`src/rtl/gate_send_if.sv`:
```
// rtl/gate_send_if.sv - request and route-word handshake channels of the send gate
interface gate_send_if;
    logic       req_valid;
    logic       req_ready;
    logic [1:0] req_port;
    logic [2:0] req_ul_id;
    logic [7:0] route_out;
    logic       route_valid;
    logic       route_ready;

    modport master (
        output req_valid, req_port, req_ul_id, route_ready,
        input  req_ready, route_out, route_valid
    );

    modport slave (
        input  req_valid, req_port, req_ul_id, route_ready,
        output req_ready, route_out, route_valid
    );
endinterface

```
`src/rtl/gate_send.sv`:
```
// rtl/gate_send.sv - send-side capability gate; optional per-port route sequence under GATE_SEND_SEQ_EN
module gate_send #(
    parameter int N_DESTS = 4,
    parameter int CNT_W   = 16
) (
    input  logic             aclk,
    input  logic             areset,
    input  logic             host_cap_valid,
    input  logic [7:0]       host_route_cap_in,
    gate_send_if.slave       gs,
    output logic             deny_out,
    output logic [CNT_W-1:0] deny_cnt
);
    localparam logic [2:0] NDEST3 = 3'(N_DESTS);

    typedef enum logic [1:0] {S_IDLE, S_CHECK, S_SEND, S_DENY} state_t;

    state_t     state;
    logic [3:0] cap_en;
    logic [2:0] cap_ul [4];
    logic [1:0] cur_port;
    logic [2:0] cur_ul;
    logic       pass_q;
    logic       route_valid_q;
    logic [7:0] route_out_q;
    logic [2:0] seq_field;

    logic [1:0] host_port;
    logic       host_wr;
    logic       hs_req;
    logic       hs_route;
    logic       lookup_ok;
    logic       unused_cap_bits;

    assign host_port       = host_route_cap_in[1:0];
    assign host_wr         = host_cap_valid && ({1'b0, host_port} < NDEST3);
    assign unused_cap_bits = ^host_route_cap_in[6:5];

    assign gs.req_ready   = (state == S_IDLE) && !areset;
    assign gs.route_valid = route_valid_q;
    assign gs.route_out   = route_out_q;

    assign hs_req   = gs.req_valid && gs.req_ready;
    assign hs_route = (state == S_SEND) && gs.route_ready;

    // Decided at the handshake edge so a host write on that same edge cannot sway it.
    assign lookup_ok = ({1'b0, gs.req_port} < NDEST3) && cap_en[gs.req_port]
                       && (cap_ul[gs.req_port] == gs.req_ul_id);

    always_ff @(posedge aclk) begin
        if (areset) begin
            cap_en <= '0;
        end else if (host_wr) begin
            cap_en[host_port] <= host_route_cap_in[7];
        end
    end

    always_ff @(posedge aclk) begin
        if (host_wr) begin
            cap_ul[host_port] <= host_route_cap_in[4:2];
        end
    end

`ifdef GATE_SEND_SEQ_EN
    logic [2:0] seq_cnt [4];

    always_ff @(posedge aclk) begin
        if (areset) begin
            for (int p = 0; p < 4; p++) seq_cnt[p] <= 3'd0;
        end else begin
            for (int p = 0; p < 4; p++) begin
                if (host_wr && host_port == 2'(p)) begin
                    seq_cnt[p] <= 3'd0;
                end else if (hs_route && cur_port == 2'(p)) begin
                    seq_cnt[p] <= seq_cnt[p] + 3'd1;
                end
            end
        end
    end

    assign seq_field = seq_cnt[cur_port];
`else
    assign seq_field = 3'b000;
`endif

    always_ff @(posedge aclk) begin
        if (areset) begin
            state         <= S_IDLE;
            cur_port      <= 2'd0;
            cur_ul        <= 3'd0;
            pass_q        <= 1'b0;
            route_valid_q <= 1'b0;
            route_out_q   <= 8'd0;
            deny_out      <= 1'b0;
            deny_cnt      <= '0;
        end else begin
            case (state)
                S_IDLE: begin
                    if (hs_req) begin
                        cur_port <= gs.req_port;
                        cur_ul   <= gs.req_ul_id;
                        pass_q   <= lookup_ok;
                        state    <= S_CHECK;
                    end
                end
                S_CHECK: begin
                    if (pass_q) begin
                        route_valid_q <= 1'b1;
                        route_out_q   <= {seq_field, cur_ul, cur_port};
                        state         <= S_SEND;
                    end else begin
                        deny_out <= 1'b1;
                        if (deny_cnt != {CNT_W{1'b1}}) begin
                            deny_cnt <= deny_cnt + {{(CNT_W-1){1'b0}}, 1'b1};
                        end
                        state <= S_DENY;
                    end
                end
                S_SEND: begin
                    if (gs.route_ready) begin
                        route_valid_q <= 1'b0;
                        state         <= S_IDLE;
                    end
                end
                S_DENY: begin
                    deny_out <= 1'b0;
                    state    <= S_IDLE;
                end
                default: state <= S_IDLE;
            endcase
        end
    end
endmodule

```
`src/flat_wrapper.sv`:
```
// flat-port wrapper written by rule: the top's interface ports become plain ports
module gate_send_flat 
#(
    parameter int N_DESTS = 4,
    parameter int CNT_W   = 16
)
  (aclk, areset, host_cap_valid, host_route_cap_in, deny_out, deny_cnt, gs_req_valid, gs_req_port, gs_req_ul_id, gs_route_ready, gs_req_ready, gs_route_out, gs_route_valid);
  gate_send_if gs_i ();
  input  logic aclk;
  input  logic areset;
  input  logic host_cap_valid;
  input  logic [7:0] host_route_cap_in;
  output logic deny_out;
  output logic [CNT_W-1:0] deny_cnt;
  input wire logic [$bits(gs_i.req_valid)-1:0] gs_req_valid;
  input wire logic [$bits(gs_i.req_port)-1:0] gs_req_port;
  input wire logic [$bits(gs_i.req_ul_id)-1:0] gs_req_ul_id;
  input wire logic [$bits(gs_i.route_ready)-1:0] gs_route_ready;
  output wire logic [$bits(gs_i.req_ready)-1:0] gs_req_ready;
  output wire logic [$bits(gs_i.route_out)-1:0] gs_route_out;
  output wire logic [$bits(gs_i.route_valid)-1:0] gs_route_valid;
  assign gs_i.req_valid = gs_req_valid;
  assign gs_i.req_port = gs_req_port;
  assign gs_i.req_ul_id = gs_req_ul_id;
  assign gs_i.route_ready = gs_route_ready;
  assign gs_req_ready = gs_i.req_ready;
  assign gs_route_out = gs_i.route_out;
  assign gs_route_valid = gs_i.route_valid;
  gate_send #(.N_DESTS(N_DESTS), .CNT_W(CNT_W)) u_core (.aclk(aclk), .areset(areset), .host_cap_valid(host_cap_valid), .host_route_cap_in(host_route_cap_in), .gs(gs_i), .deny_out(deny_out), .deny_cnt(deny_cnt));
endmodule
```
`config.mk`:
```
export PLATFORM = sky130hd
export DESIGN_NAME = gate_send_flat
export DESIGN_NICKNAME = d
export VERILOG_FILES = /design/src/rtl/gate_send_if.sv /design/src/rtl/gate_send.sv /design/src/flat_wrapper.sv
export SDC_FILE = /design/constraint.sdc
export NUM_CORES = 1
export LEC_CHECK = 0
export BUFFER_PORTS_ARGS = -buffer_cell sky130_fd_sc_hd__clkbuf_2
export CORE_MARGIN = 10
export CORE_UTILIZATION = 37
export DETAILED_ROUTE_END_ITERATION = 8
export HOLD_SLACK_MARGIN = 0.06
export SLEW_MARGIN = 25
export SYNTH_ARGS = -nofsm -noshare
export SYNTH_HDL_FRONTEND = slang
export SYNTH_SLANG_ARGS = --single-unit
```
`constraint.sdc`:
```
create_clock -name aclk -period 4.9 [get_ports aclk]
set_clock_uncertainty 0.1 [all_clocks]
set_input_delay 0.49 -clock aclk [delete_from_list [all_inputs] [get_ports aclk]]
set_output_delay 0.49 -clock aclk [all_outputs]
set_load 0.03 [all_outputs]
```
==> flow_metrics.env <==
export IMPL_path_cells="nand4_4 -> nor4_2 -> a21oi_1 -> mux2_1"
export IMPL_cp_slowest_cell="nor4_2"
export IMPL_r2r_slack_ns=2.63
export IMPL_routed_wl_microns=4500
export IMPL_die_area_sq_um=9210
export IMPL_synth_area_per_cell_sq_um=10.3
export IMPL_grt_use_total=0.103
export IMPL_h_tree_depth=2
export IMPL_fin_crit_sh=0.463
export IMPL_post_cts_buffers=0
export IMPL_cts_hold_buf=0
export IMPL_start_util=0.385
export IMPL_cp_arrival_ns=2.36
export IMPL_firstDrtPassIters=4
export IMPL_num_rows=27
export IMPL_r2r_start="u_core.deny_cnt[6]"
export IMPL_cts_sinks=47
export IMPL_area_growth_synth_to_final_pct=14.4
export IMPL_cts_buffers=5
export IMPL_root_buffer="clkbuf_8"
export IMPL_slew_headroom=0.387
export IMPL_critical_path_max_stage_delay_ns=0.83
export IMPL_drive_gt1_frac=0.225
export IMPL_setup_violations=0
export IMPL_path_class="flop to flop"
export IMPL_clkTransAtPathRegs_ns=0.09
export IMPL_async_reset_ff_frac=0
export IMPL_diodes=0
export IMPL_synth_edf_count=12
export IMPL_report_final_slew_viol_count=0
export IMPL_hold_path_depth=1
export IMPL_fin_area_sq_um=2440
export IMPL_hold_path_class="input port to flop"
export IMPL_crit_required_ns=4.99
export IMPL_worst_pin_slew_ns=0.912
export IMPL_cp_max_fo=11
export IMPL_antenna_found_initial=0
export IMPL_netlist_instances=208
export IMPL_fmax_ghz=0.441
export IMPL_rr_endpoint="u_core.deny_cnt[0]"
export IMPL_rsz0062_at_grt="false"
export IMPL_grt_pass1_vias=1569
export IMPL_synth_flop_cell="dfxtp_1"
export IMPL_fin_tns_setup_ns=0
export IMPL_seq_area_frac_synth=0.497
export IMPL_wl_per_cell_microns=14.2
export IMPL_drt_iter0_markers=48
export IMPL_p_per_area_nw_per_um2=291
export IMPL_io_buffers=39
export IMPL_gp_congestion=0.786
export IMPL_status="complete, no violations"
export IMPL_clk_latency_ns=0.30
export IMPL_vias=1609
export IMPL_crit_start="u_core.deny_cnt[6]"
export IMPL_grt_max_degree=36
export IMPL_dpl_cell_count=308
export IMPL_crit_end="u_core.deny_cnt[0]"
export IMPL_ant_nets=0
export IMPL_ir_drop_mv=0.131
export IMPL_io_pins=45
export IMPL_synth_seq_cells=47
export IMPL_clk_path_buf_depth=2
export IMPL_drc=0
export IMPL_overflow=0
export IMPL_syn_area_sq_um=2130
export IMPL_finalHoldViolations=0
export IMPL_total_leakage_power_nw=0.981
export IMPL_dpl_hpwl_microns=3320
export IMPL_viasPerCell=5.09
export IMPL_worstSetupEndpointType="flop"
export IMPL_ys_types=48
export IMPL_start_kind="flop"
export IMPL_ctsResizeCount=0
export IMPL_cts_tree="done"
export IMPL_nNetsFinal=262
export IMPL_fin_cells=316
export IMPL_yosys_warnings=0
export IMPL_core_area_sq_um=5540
export IMPL_die_w_microns=96.0
export IMPL_grt_pass1_wl_microns=7480
export IMPL_die_y_microns=96.0
export IMPL_period_minus_slack_ns=2.27
export IMPL_placed_area_sq_um=2350
export IMPL_r2r_cells=4
export IMPL_max_cap_violations=0
[final cells by class]
class | count | area, sq um
Multi-Input combinational cell | 144 | 990
Timing Repair Buffer | 39 | 195
Sequential cell | 47 | 1060
Tap cell | 72 | 90.1
Fill cell | 563 | 3100
Inverter | 6 | 22.5
Clock buffer | 5 | 68.8
Clock inverter | 3 | 15.0
[cells by family (layout without fill, tap and decap cells)]
kind of cell / count (synthesis) / count (layout) / share of synthesized area
AND/OR/NAND/NOR: 84 / 84 / 0.222
flip-flops: 47 / 47 / 0.497
AO/OA/AOI/OAI: 35 / 35 / 0.105
buffers and inverters: 19 / 53 / 0.0451
multiplexers: 18 / 18 / 0.111
XOR/XNOR: 3 / 3 / 0.0123
adder cells (fa/ha/maj): 1 / 1 / 0.00586
other: 1 / 3 / 0.00176
[state kept, by name, indices dropped and copies added (netlist names)]
| name | cells |
|---|---|
| u_core.state | 2 |
| u_core.pass_q | 1 |
| u_core.cap_ul | 12 |
| u_core.cur_port | 2 |
| u_core.deny_out | 1 |
| u_core.gs.route_out | 5 |
| u_core.cur_ul | 3 |
| u_core.cap_en | 4 |
| u_core.gs.route_valid | 1 |
| u_core.deny_cnt | 16 |
[metal layers]
layer	share of wire	GRT usage	vias up
li1	-	-	829
met1	0.46	0.122	749
met2	0.47	0.167	25
met3	0.056	0.0327	6
met4	0.019	0.0479	0
met5	0	0	-
[power breakdown]
part	internal, mW	total [mW]	leakage, nW	switching, mW
Combinational	0.0242	0.0630	0.548	0.0388
Sequential	0.411	0.421	0.394	0.00997
Clock	0.0971	0.227	0.0392	0.130
Total	0.532	0.711	0.981	0.178
[cell usage after synthesis (5+ instances only)]
| master | instances | area [sq um] |
|---|---|---|
| dfxtp_1 | 35 | 701 |
| nand2_1 | 22 | 82.6 |
| nor2_1 | 19 | 71.3 |
| edfxtp_1 | 12 | 360 |
| a21oi_1 | 11 | 55.1 |
| mux2i_1 | 9 | 90.1 |
| nor3_1 | 7 | 35.0 |
| o21ai_0 | 7 | 35.0 |
| inv_1 | 6 | 22.5 |
| nand3_1 | 6 | 30.0 |
| nor2b_1 | 6 | 37.5 |
| mux2_1 | 5 | 56.3 |
[placed cells by master, fill, tap and decap left out, types with 2 or more instances in the layout]
cell	n
and4_1	3
nor3_1	6
nor2_1	19
o21ai_0	7
o31ai_1	2
mux2_1	5
xor2_1	2
clkinv_1	2
conb_1	3
a211oi_1	3
nand2_1	22
nand4_1	3
nand3_1	6
clkbuf_8	5
nor4b_1	2
a31oi_1	2
or4_1	3
mux4_2	4
clkbuf_2	39
mux2i_1	9
nor2b_1	6
a311oi_1	2
and3_1	3
inv_1	6
nand2b_1	2
a21oi_1	11
edfxtp_1	12
dfxtp_1	35
[worst min path at each step]
stage,to,slack [ns],startpoint
CTS,u_core.cap_ul[1][1],0.30,host_route_cap_in[3]
floorplan,u_core.cur_port[0],0.34,u_core.cur_port[0]
detailed placement,u_core.cur_ul[0],0.36,u_core.cur_ul[0]
global placement,u_core.cur_ul[0],0.35,u_core.cur_ul[0]
global route,u_core.cap_ul[0][2],0.30,host_route_cap_in[4]
finish,u_core.cap_ul[0][2],0.31,host_route_cap_in[4]
[critical path, delay by kind of cell (launching register included)]
family | cells | cell delay [ns]
AOI/OAI and AO/OA | 1 | 0.25
DFF | 1 | 0.46
muxes | 1 | 0.35
and+or+nand+nor | 2 | 1.01
[metrics by stage]
step	utilization	hold slack, ns	worst slack, ns	power [mW]
floorplan	-	0.335	2.77	0.476
global placement	0.425	0.349	2.42	0.492
detailed placement	0.425	0.356	2.42	0.493
CTS	0.440	0.305	2.63	0.722
global route	0.441	0.302	2.50	0.748
finish	0.441	0.313	2.63	0.711
No activity file was read; power rests on OpenSTA's default activity.
